===== config.mk =====
export PLATFORM = sky130hd
export DESIGN_NAME = alu_sequencer_flat
export DESIGN_NICKNAME = d
export VERILOG_FILES = /design/src/rtl/alu_sequencer_if.sv /design/src/rtl/alu_sequencer.sv /design/src/flat_wrapper.sv
export SDC_FILE = /design/constraint.sdc
export NUM_CORES = 1
export LEC_CHECK = 0
export ABC_CLOCK_PERIOD_IN_PS = 6400
export BUFFER_PORTS_ARGS = -buffer_cell sky130_fd_sc_hd__buf_2
export CAP_MARGIN = 10
export CORE_MARGIN = 2
export CORE_UTILIZATION = 25
export DETAILED_ROUTE_END_ITERATION = 16
export PLACE_DENSITY = 0.51
export SLEW_MARGIN = 20
export SYNTH_ARGS = -nofsm -noshare
export SYNTH_HDL_FRONTEND = slang
export SYNTH_SLANG_ARGS = --single-unit

===== constraint.sdc =====
create_clock -name clock -period 6.4 [get_ports clock]
set_input_delay 0.32 -clock clock [delete_from_list [all_inputs] [get_ports clock]]
set_output_delay 0.32 -clock clock [all_outputs]
set_load 0.01 [all_outputs]

===== src/rtl/alu_sequencer_if.sv =====
// Bundle between the ALU sequencer, instruction memory and the ALU.
// Fetch handshake: imem_req stays high until a cycle with imem_valid=1, which completes the fetch; valid is ignored while req is low.
interface alu_sequencer_if;
    logic        imem_req;
    logic [31:0] imem_addr;
    logic        imem_valid;
    logic [31:0] imem_data;
    logic [5:0]  alu_instr;
    logic [31:0] alu_a;
    logic [31:0] alu_b;
    logic [31:0] alu_reg8;
    logic [15:0] alu_value;
    logic        alu_highlow;
    logic        alu_f1;
    logic        alu_f2;
    logic [31:0] alu_c;
    logic        alu_f3;
    logic        alu_addrch;
    logic [31:0] alu_naddr;
    logic [2:0]  dbg_state;

    modport master (
        output imem_req, imem_addr, alu_instr, alu_a, alu_b, alu_reg8,
               alu_value, alu_highlow, alu_f1, alu_f2, dbg_state,
        input  imem_valid, imem_data, alu_c, alu_f3, alu_addrch, alu_naddr
    );

    modport slave (
        input  imem_req, imem_addr, alu_instr, alu_a, alu_b, alu_reg8,
               alu_value, alu_highlow, alu_f1, alu_f2, dbg_state,
        output imem_valid, imem_data, alu_c, alu_f3, alu_addrch, alu_naddr
    );
endinterface


===== src/rtl/alu_sequencer.sv =====
// Control-path sequencer: fetches, decodes and retires one instruction every
// four or more cycles, owning the register file, flags and program counter.
module alu_sequencer #(
    parameter logic [31:0] PC_RESET = 32'h0000_0000,
    parameter int          NREGS    = 16
) (
    input  logic            clock,
    input  logic            reset_n,
    alu_sequencer_if.master bus,
    output logic [31:0]     pc,
    output logic            halted
);
    typedef enum logic [2:0] {
        S_FETCH     = 3'd0,
        S_DECODE    = 3'd1,
        S_EXECUTE   = 3'd2,
        S_WRITEBACK = 3'd3,
        S_HALT      = 3'd4
    } state_t;

    localparam logic [5:0] OP_IDLE = 6'd16;
    localparam logic [5:0] OP_HALT = 6'd63;

    state_t      state_q, state_d;
    logic [31:0] pc_q, pc_d;
    logic [31:0] ir_q, ir_d;
    logic        imem_req_q, imem_req_d;
    logic [5:0]  alu_instr_q, alu_instr_d;
    logic [31:0] alu_a_q, alu_a_d;
    logic [31:0] alu_b_q, alu_b_d;
    logic [15:0] alu_value_q, alu_value_d;
    logic        alu_highlow_q, alu_highlow_d;
    logic        f1_q, f1_d;
    logic        f2_q, f2_d;
    logic [31:0] regs_q [NREGS];
    logic [31:0] regs_d [NREGS];

    logic [5:0]  op;
    logic [3:0]  rd, ra, rb;
    logic        fetch_done;
    logic        unused_ir_bit;

    assign op            = ir_q[31:26];
    assign rd            = ir_q[25:22];
    assign ra            = ir_q[21:18];
    assign rb            = ir_q[17:14];
    assign unused_ir_bit = ir_q[16];
    assign fetch_done    = imem_req_q && bus.imem_valid;

    always_ff @(posedge clock or negedge reset_n) begin
        if (!reset_n) begin
            state_q <= S_FETCH;
        end else begin
            state_q <= state_d;
        end
    end

    always_comb begin
        state_d = state_q;
        case (state_q)
            S_FETCH:     if (fetch_done) state_d = S_DECODE;
            S_DECODE:    state_d = S_EXECUTE;
            S_EXECUTE:   state_d = S_WRITEBACK;
            S_WRITEBACK: state_d = (op == OP_HALT) ? S_HALT : S_FETCH;
            S_HALT:      state_d = S_HALT;
            default:     state_d = S_FETCH;
        endcase
    end

    // Drive lines change only on the DECODE edge and return to idle at the end of WRITEBACK.
    always_comb begin
        pc_d          = pc_q;
        ir_d          = ir_q;
        imem_req_d    = (state_d == S_FETCH);
        alu_instr_d   = alu_instr_q;
        alu_a_d       = alu_a_q;
        alu_b_d       = alu_b_q;
        alu_value_d   = alu_value_q;
        alu_highlow_d = alu_highlow_q;
        f1_d          = f1_q;
        f2_d          = f2_q;
        regs_d        = regs_q;
        case (state_q)
            S_FETCH: begin
                if (fetch_done) ir_d = bus.imem_data;
            end
            S_DECODE: begin
                alu_instr_d   = op;
                alu_a_d       = regs_q[ra];
                alu_b_d       = regs_q[rb];
                alu_value_d   = ir_q[15:0];
                alu_highlow_d = ir_q[17];
            end
            S_WRITEBACK: begin
                alu_instr_d = OP_IDLE;
                pc_d        = pc_q + 32'd1;
                if (op <= 6'd5) begin
                    regs_d[rd] = bus.alu_c;
                end else if (op >= 6'd8 && op <= 6'd13) begin
                    f2_d = f1_q;
                    f1_d = bus.alu_f3;
                end else if (op == 6'd14 || op == 6'd15) begin
                    if (bus.alu_addrch) pc_d = bus.alu_naddr;
                end else if (op == OP_HALT) begin
                    pc_d = pc_q;
                end
                regs_d[0] = 32'd0;
            end
            default: ;
        endcase
    end

    always_ff @(posedge clock or negedge reset_n) begin
        if (!reset_n) begin
            pc_q          <= PC_RESET;
            ir_q          <= 32'd0;
            imem_req_q    <= 1'b0;
            alu_instr_q   <= OP_IDLE;
            alu_a_q       <= 32'd0;
            alu_b_q       <= 32'd0;
            alu_value_q   <= 16'd0;
            alu_highlow_q <= 1'b0;
            f1_q          <= 1'b0;
            f2_q          <= 1'b0;
            for (int i = 0; i < NREGS; i++) regs_q[i] <= 32'd0;
        end else begin
            pc_q          <= pc_d;
            ir_q          <= ir_d;
            imem_req_q    <= imem_req_d;
            alu_instr_q   <= alu_instr_d;
            alu_a_q       <= alu_a_d;
            alu_b_q       <= alu_b_d;
            alu_value_q   <= alu_value_d;
            alu_highlow_q <= alu_highlow_d;
            f1_q          <= f1_d;
            f2_q          <= f2_d;
            for (int i = 0; i < NREGS; i++) regs_q[i] <= regs_d[i];
        end
    end

    assign bus.imem_req    = imem_req_q;
    assign bus.imem_addr   = pc_q;
    assign bus.alu_instr   = alu_instr_q;
    assign bus.alu_a       = alu_a_q;
    assign bus.alu_b       = alu_b_q;
    assign bus.alu_reg8    = regs_q[8];
    assign bus.alu_value   = alu_value_q;
    assign bus.alu_highlow = alu_highlow_q;
    assign bus.alu_f1      = f1_q;
    assign bus.alu_f2      = f2_q;
    assign bus.dbg_state   = state_q;
    assign pc              = pc_q;
    assign halted          = (state_q == S_HALT);
endmodule

===== src/flat_wrapper.sv =====
// flat-port wrapper written by rule: the top's interface ports become plain ports
module alu_sequencer_flat 
#(
    parameter logic [31:0] PC_RESET = 32'h0000_0000,
    parameter int          NREGS    = 16
)
  (clock, reset_n, pc, halted, bus_imem_req, bus_imem_addr, bus_alu_instr, bus_alu_a, bus_alu_b, bus_alu_reg8, bus_alu_value, bus_alu_highlow, bus_alu_f1, bus_alu_f2, bus_dbg_state, bus_imem_valid, bus_imem_data, bus_alu_c, bus_alu_f3, bus_alu_addrch, bus_alu_naddr);
  alu_sequencer_if bus_i ();
  input  logic clock;
  input  logic reset_n;
  output logic [31:0] pc;
  output logic halted;
  output wire logic [$bits(bus_i.imem_req)-1:0] bus_imem_req;
  output wire logic [$bits(bus_i.imem_addr)-1:0] bus_imem_addr;
  output wire logic [$bits(bus_i.alu_instr)-1:0] bus_alu_instr;
  output wire logic [$bits(bus_i.alu_a)-1:0] bus_alu_a;
  output wire logic [$bits(bus_i.alu_b)-1:0] bus_alu_b;
  output wire logic [$bits(bus_i.alu_reg8)-1:0] bus_alu_reg8;
  output wire logic [$bits(bus_i.alu_value)-1:0] bus_alu_value;
  output wire logic [$bits(bus_i.alu_highlow)-1:0] bus_alu_highlow;
  output wire logic [$bits(bus_i.alu_f1)-1:0] bus_alu_f1;
  output wire logic [$bits(bus_i.alu_f2)-1:0] bus_alu_f2;
  output wire logic [$bits(bus_i.dbg_state)-1:0] bus_dbg_state;
  input wire logic [$bits(bus_i.imem_valid)-1:0] bus_imem_valid;
  input wire logic [$bits(bus_i.imem_data)-1:0] bus_imem_data;
  input wire logic [$bits(bus_i.alu_c)-1:0] bus_alu_c;
  input wire logic [$bits(bus_i.alu_f3)-1:0] bus_alu_f3;
  input wire logic [$bits(bus_i.alu_addrch)-1:0] bus_alu_addrch;
  input wire logic [$bits(bus_i.alu_naddr)-1:0] bus_alu_naddr;
  assign bus_imem_req = bus_i.imem_req;
  assign bus_imem_addr = bus_i.imem_addr;
  assign bus_alu_instr = bus_i.alu_instr;
  assign bus_alu_a = bus_i.alu_a;
  assign bus_alu_b = bus_i.alu_b;
  assign bus_alu_reg8 = bus_i.alu_reg8;
  assign bus_alu_value = bus_i.alu_value;
  assign bus_alu_highlow = bus_i.alu_highlow;
  assign bus_alu_f1 = bus_i.alu_f1;
  assign bus_alu_f2 = bus_i.alu_f2;
  assign bus_dbg_state = bus_i.dbg_state;
  assign bus_i.imem_valid = bus_imem_valid;
  assign bus_i.imem_data = bus_imem_data;
  assign bus_i.alu_c = bus_alu_c;
  assign bus_i.alu_f3 = bus_alu_f3;
  assign bus_i.alu_addrch = bus_alu_addrch;
  assign bus_i.alu_naddr = bus_alu_naddr;
  alu_sequencer #(.PC_RESET(PC_RESET), .NREGS(NREGS)) u_core (.clock(clock), .reset_n(reset_n), .bus(bus_i), .pc(pc), .halted(halted));
endmodule

==> impl_results.md <==
- Outcome: finished, final reports clean
- Seq/Total Area, Yosys: 48.9%
- Asr flop ratio synth: 100%
- Largest net degree at the start of global routing: 130
- Post-synthesis compound-gate area fraction: 7.27%
- Area taken by multi-input logic gates: 15300 um2
- Most frequent cells in the layout: 629 x dfrtp_1, 506 x mux2_2, 289 x buf_2, 191 x mux4_2, 120 x nand2_1
- Hold WC Path Type: primary input to flop
- Register Area: 16000 um2
- Worst Tran Pin Value: 1130 ps
- Yosys cell types: 55
- Setup Crit Path Kind: flop to flop
- First-pass GRT wire length: 155000 um
- Layout Nets: 2662
- Initial Util: 25.2%
- Clock root cell: clkbuf_16
- Max Cap Viol: 0
- Critical Path End Type: flop
- Vias post-DR: 21300
- Startpoint types: flop
- Final setup violation count: 0
- Fmax: 321 MHz
- Simple-Gate Fraction of Synth Area: 3.89%
- Leading area contributor after synthesis: dfrtp_1
- First-iteration detailed-routing DRC count: 1372
- IO buf count: 290
- Post-synth EDFFs: 0
- Main combinational cell family by area after synthesis: multiplexers
- Peak supply drop: 290 uV
- Grt ovf: 0
- Unrepaired setup endpoints after global routing: no
- Top cells by area, synth: dfrtp_1 49%, mux2_2 17%, mux4_2 13%
- Die W: 365 um
- Synth-to-layout area growth: 18.5%
- Main flop type after synthesis: dfrtp_1
- DR vias/cell: 4.88
- Critical Path Fanout Max: 66
- Clk slew on worst S/H paths: 60 ps
- Clock Path Buffers: 3
- Ys Warns: 0
- Synthesized net count: 2462
- Synthesized flop and latch total: 637
- Max H-tree Level: 3
- Total die area: 133000 um2
- Ports: 291
- Vias in the first global route: 22500
- CTS tree: built
- Final Max Tran Viols: 0
- Detailed Place HPWL: 60500 um
- Layout fillers: 13100
- Mux contribution to synthesized area: 35.4%
- 1st-pass router iterations: 5
- Leak Pwr: 0.0165 uW
- Cts bufs inserted: 76
- WL per Instance: 23.7 um
- Die Y: 365 um
- Share of post-route cells with drive strength above 1: 46.8%
- Final hold viol count: 0
- Final period util: 48.7%
- FP Rows: 132
- Commonest non-fill, non-tap cell in the layout: dfrtp_1
- CP required: 6980 ps
- Synthesized-area fraction occupied by xor and xnor cells: 0%
- Clock skew: 23.7 ps
- Final core utilization: 29.8%
- Top cell type's share of synthesized area: 48.8%
- Total track usage: 15.5%
- Gate count of the mapped netlist: 2360
- Routability congestion estimate: 0.744
- Worst Path Arrival: 3700 ps
- Clock Latency Late Sink: 660 ps
- Clk sinks: 637
- Setup Fix Bufs, Post-CTS: 0
- Initial antenna violation count: 9
- Max-slew headroom: 24.6%
- Detailed Route WL: 103000 um
- Post-synthesis cell area: 32600 um2
- Fin Setup TNS: 0 ps
- Final routed DRC violation total: 0
- Tmin final: 3120 ps
- Synth Area in Adders: 0.0384%
- Post-route antenna net violation count: 0
- Avg Inst Size Synth: 13.8 um2
- Pwr Density: 471 nW/um2
- Core footprint: 129000 um2
cells by family (layout without fill, tap and decap cells):
family                   Yosys count  count (layout)
AO/OA/AOI/OAI                    330             330
adder cells (fa/ha/maj)            1               1
buffers and inverters            285             545
flip-flops                       637             637
multiplexers                     836             836
other                              0               1
AND/OR/NAND/NOR                  271             271
metrics by stage:
stage	cells	hold slack, ps	setup slack [ps]	cell area (um2)	total power [uW]
3_3_place_gp	4156	423	3300	35400	13700
6_report	4363	99.9	3280	38600	18200
3_5_place_dp	4156	428	3260	35400	13800
5_1_grt	4363	107	3080	38600	19300
4_1_cts	4361	58.9	3220	38600	18500
2_1_floorplan	2360	24.4	4360	32600	11500
cell type report:
type / count / share of cell area (%)
antenna: 1 / 0.00648
clock buffer: 112 / 5.82
clock inverter: 26 / 0.890
inverter: 3 / 0.0291
multi-input combinational: 1438 / 39.7
sequential: 637 / 41.3
tap: 1742 / 5.64
timing repair buffer: 404 / 6.62
state kept, by name, indices dropped and copies added, names as in the netlist, 3 cells and up:
signal,cells
u_core.bus.alu_a,32
u_core.bus.alu_b,32
u_core.bus.alu_instr,6
u_core.bus.alu_reg8,32
u_core.bus.alu_value,16
u_core.bus.dbg_state,3
u_core.bus.imem_addr,32
u_core.ir_q,32
u_core.regs_q,448
critical path, cell delays in order, from the launching register on:
cell       delay [ps]
dfrtp_4           950
buf_12            550
nor3b_2           290
buf_4             430
o2bb2ai_1         170
a211oi_1           80
a211oi_1          350
a21o_1            120
timing repair:
action                                 CTS  global route
hold buffers                            67             0
resized for setup                        0             0
endpoints found under the hold margin  152             0
power breakdown:
| part | switching (uW) | internal [uW] |
|---|---|---|
| sequential | 1330 | 5310 |
| combinational | 3410 | 3620 |
| clock | 1800 | 2720 |
path summary, 6_finish.rpt:
path                       cells after the start             from  slack, ps                      end
max in group asynchronous                      3          reset_n       4500          u_core.ir_q[21]
max                                            7  u_core.ir_q[18]       3280     u_core.bus.alu_a[23]
min                                            2    bus_alu_c[11]        100        u_core.regs_q[75]
min reg2reg                                    2   u_core.ir_q[5]        460  u_core.bus.alu_value[5]
min in group asynchronous                      2          reset_n        290       u_core.regs_q[296]
max reg2reg                                    7  u_core.ir_q[18]       3280     u_core.bus.alu_a[23]
metal layers:
metal	global-route usage, %	up-vias	routed length, um
li1	-	9295	-
met1	20.1	11400	44900
met2	25.7	477	50100
met3	3.61	155	5640
met4	4.99	14	2730
met5	0	-	90
cells in the mapped netlist (3+ instances only):
library cell and count:
nand4_1 11, mux2_1 10, inv_1 3, nand2_1 129
a221o_1 32, nand2b_1 10, buf_2 65, nor2_1 50
a22oi_1 32, mux4_2 191, o32ai_1 3, buf_1 14
o2bb2ai_1 31, buf_6 4, a41o_1 3, buf_4 75
nor3_1 6, mux2_2 506, dfrtp_1 636, a211oi_1 63
mux2_4 30, a21o_1 32, mux2i_1 99, a21oi_1 41
clkbuf_1 124, or3_1 3, o22ai_1 14, nand3b_1 3
and3_1 9, nand3_1 27, nor2b_1 4, a2bb2oi_1 14
o21ai_0 57
Note: power is estimated with default switching activity, not from simulation.
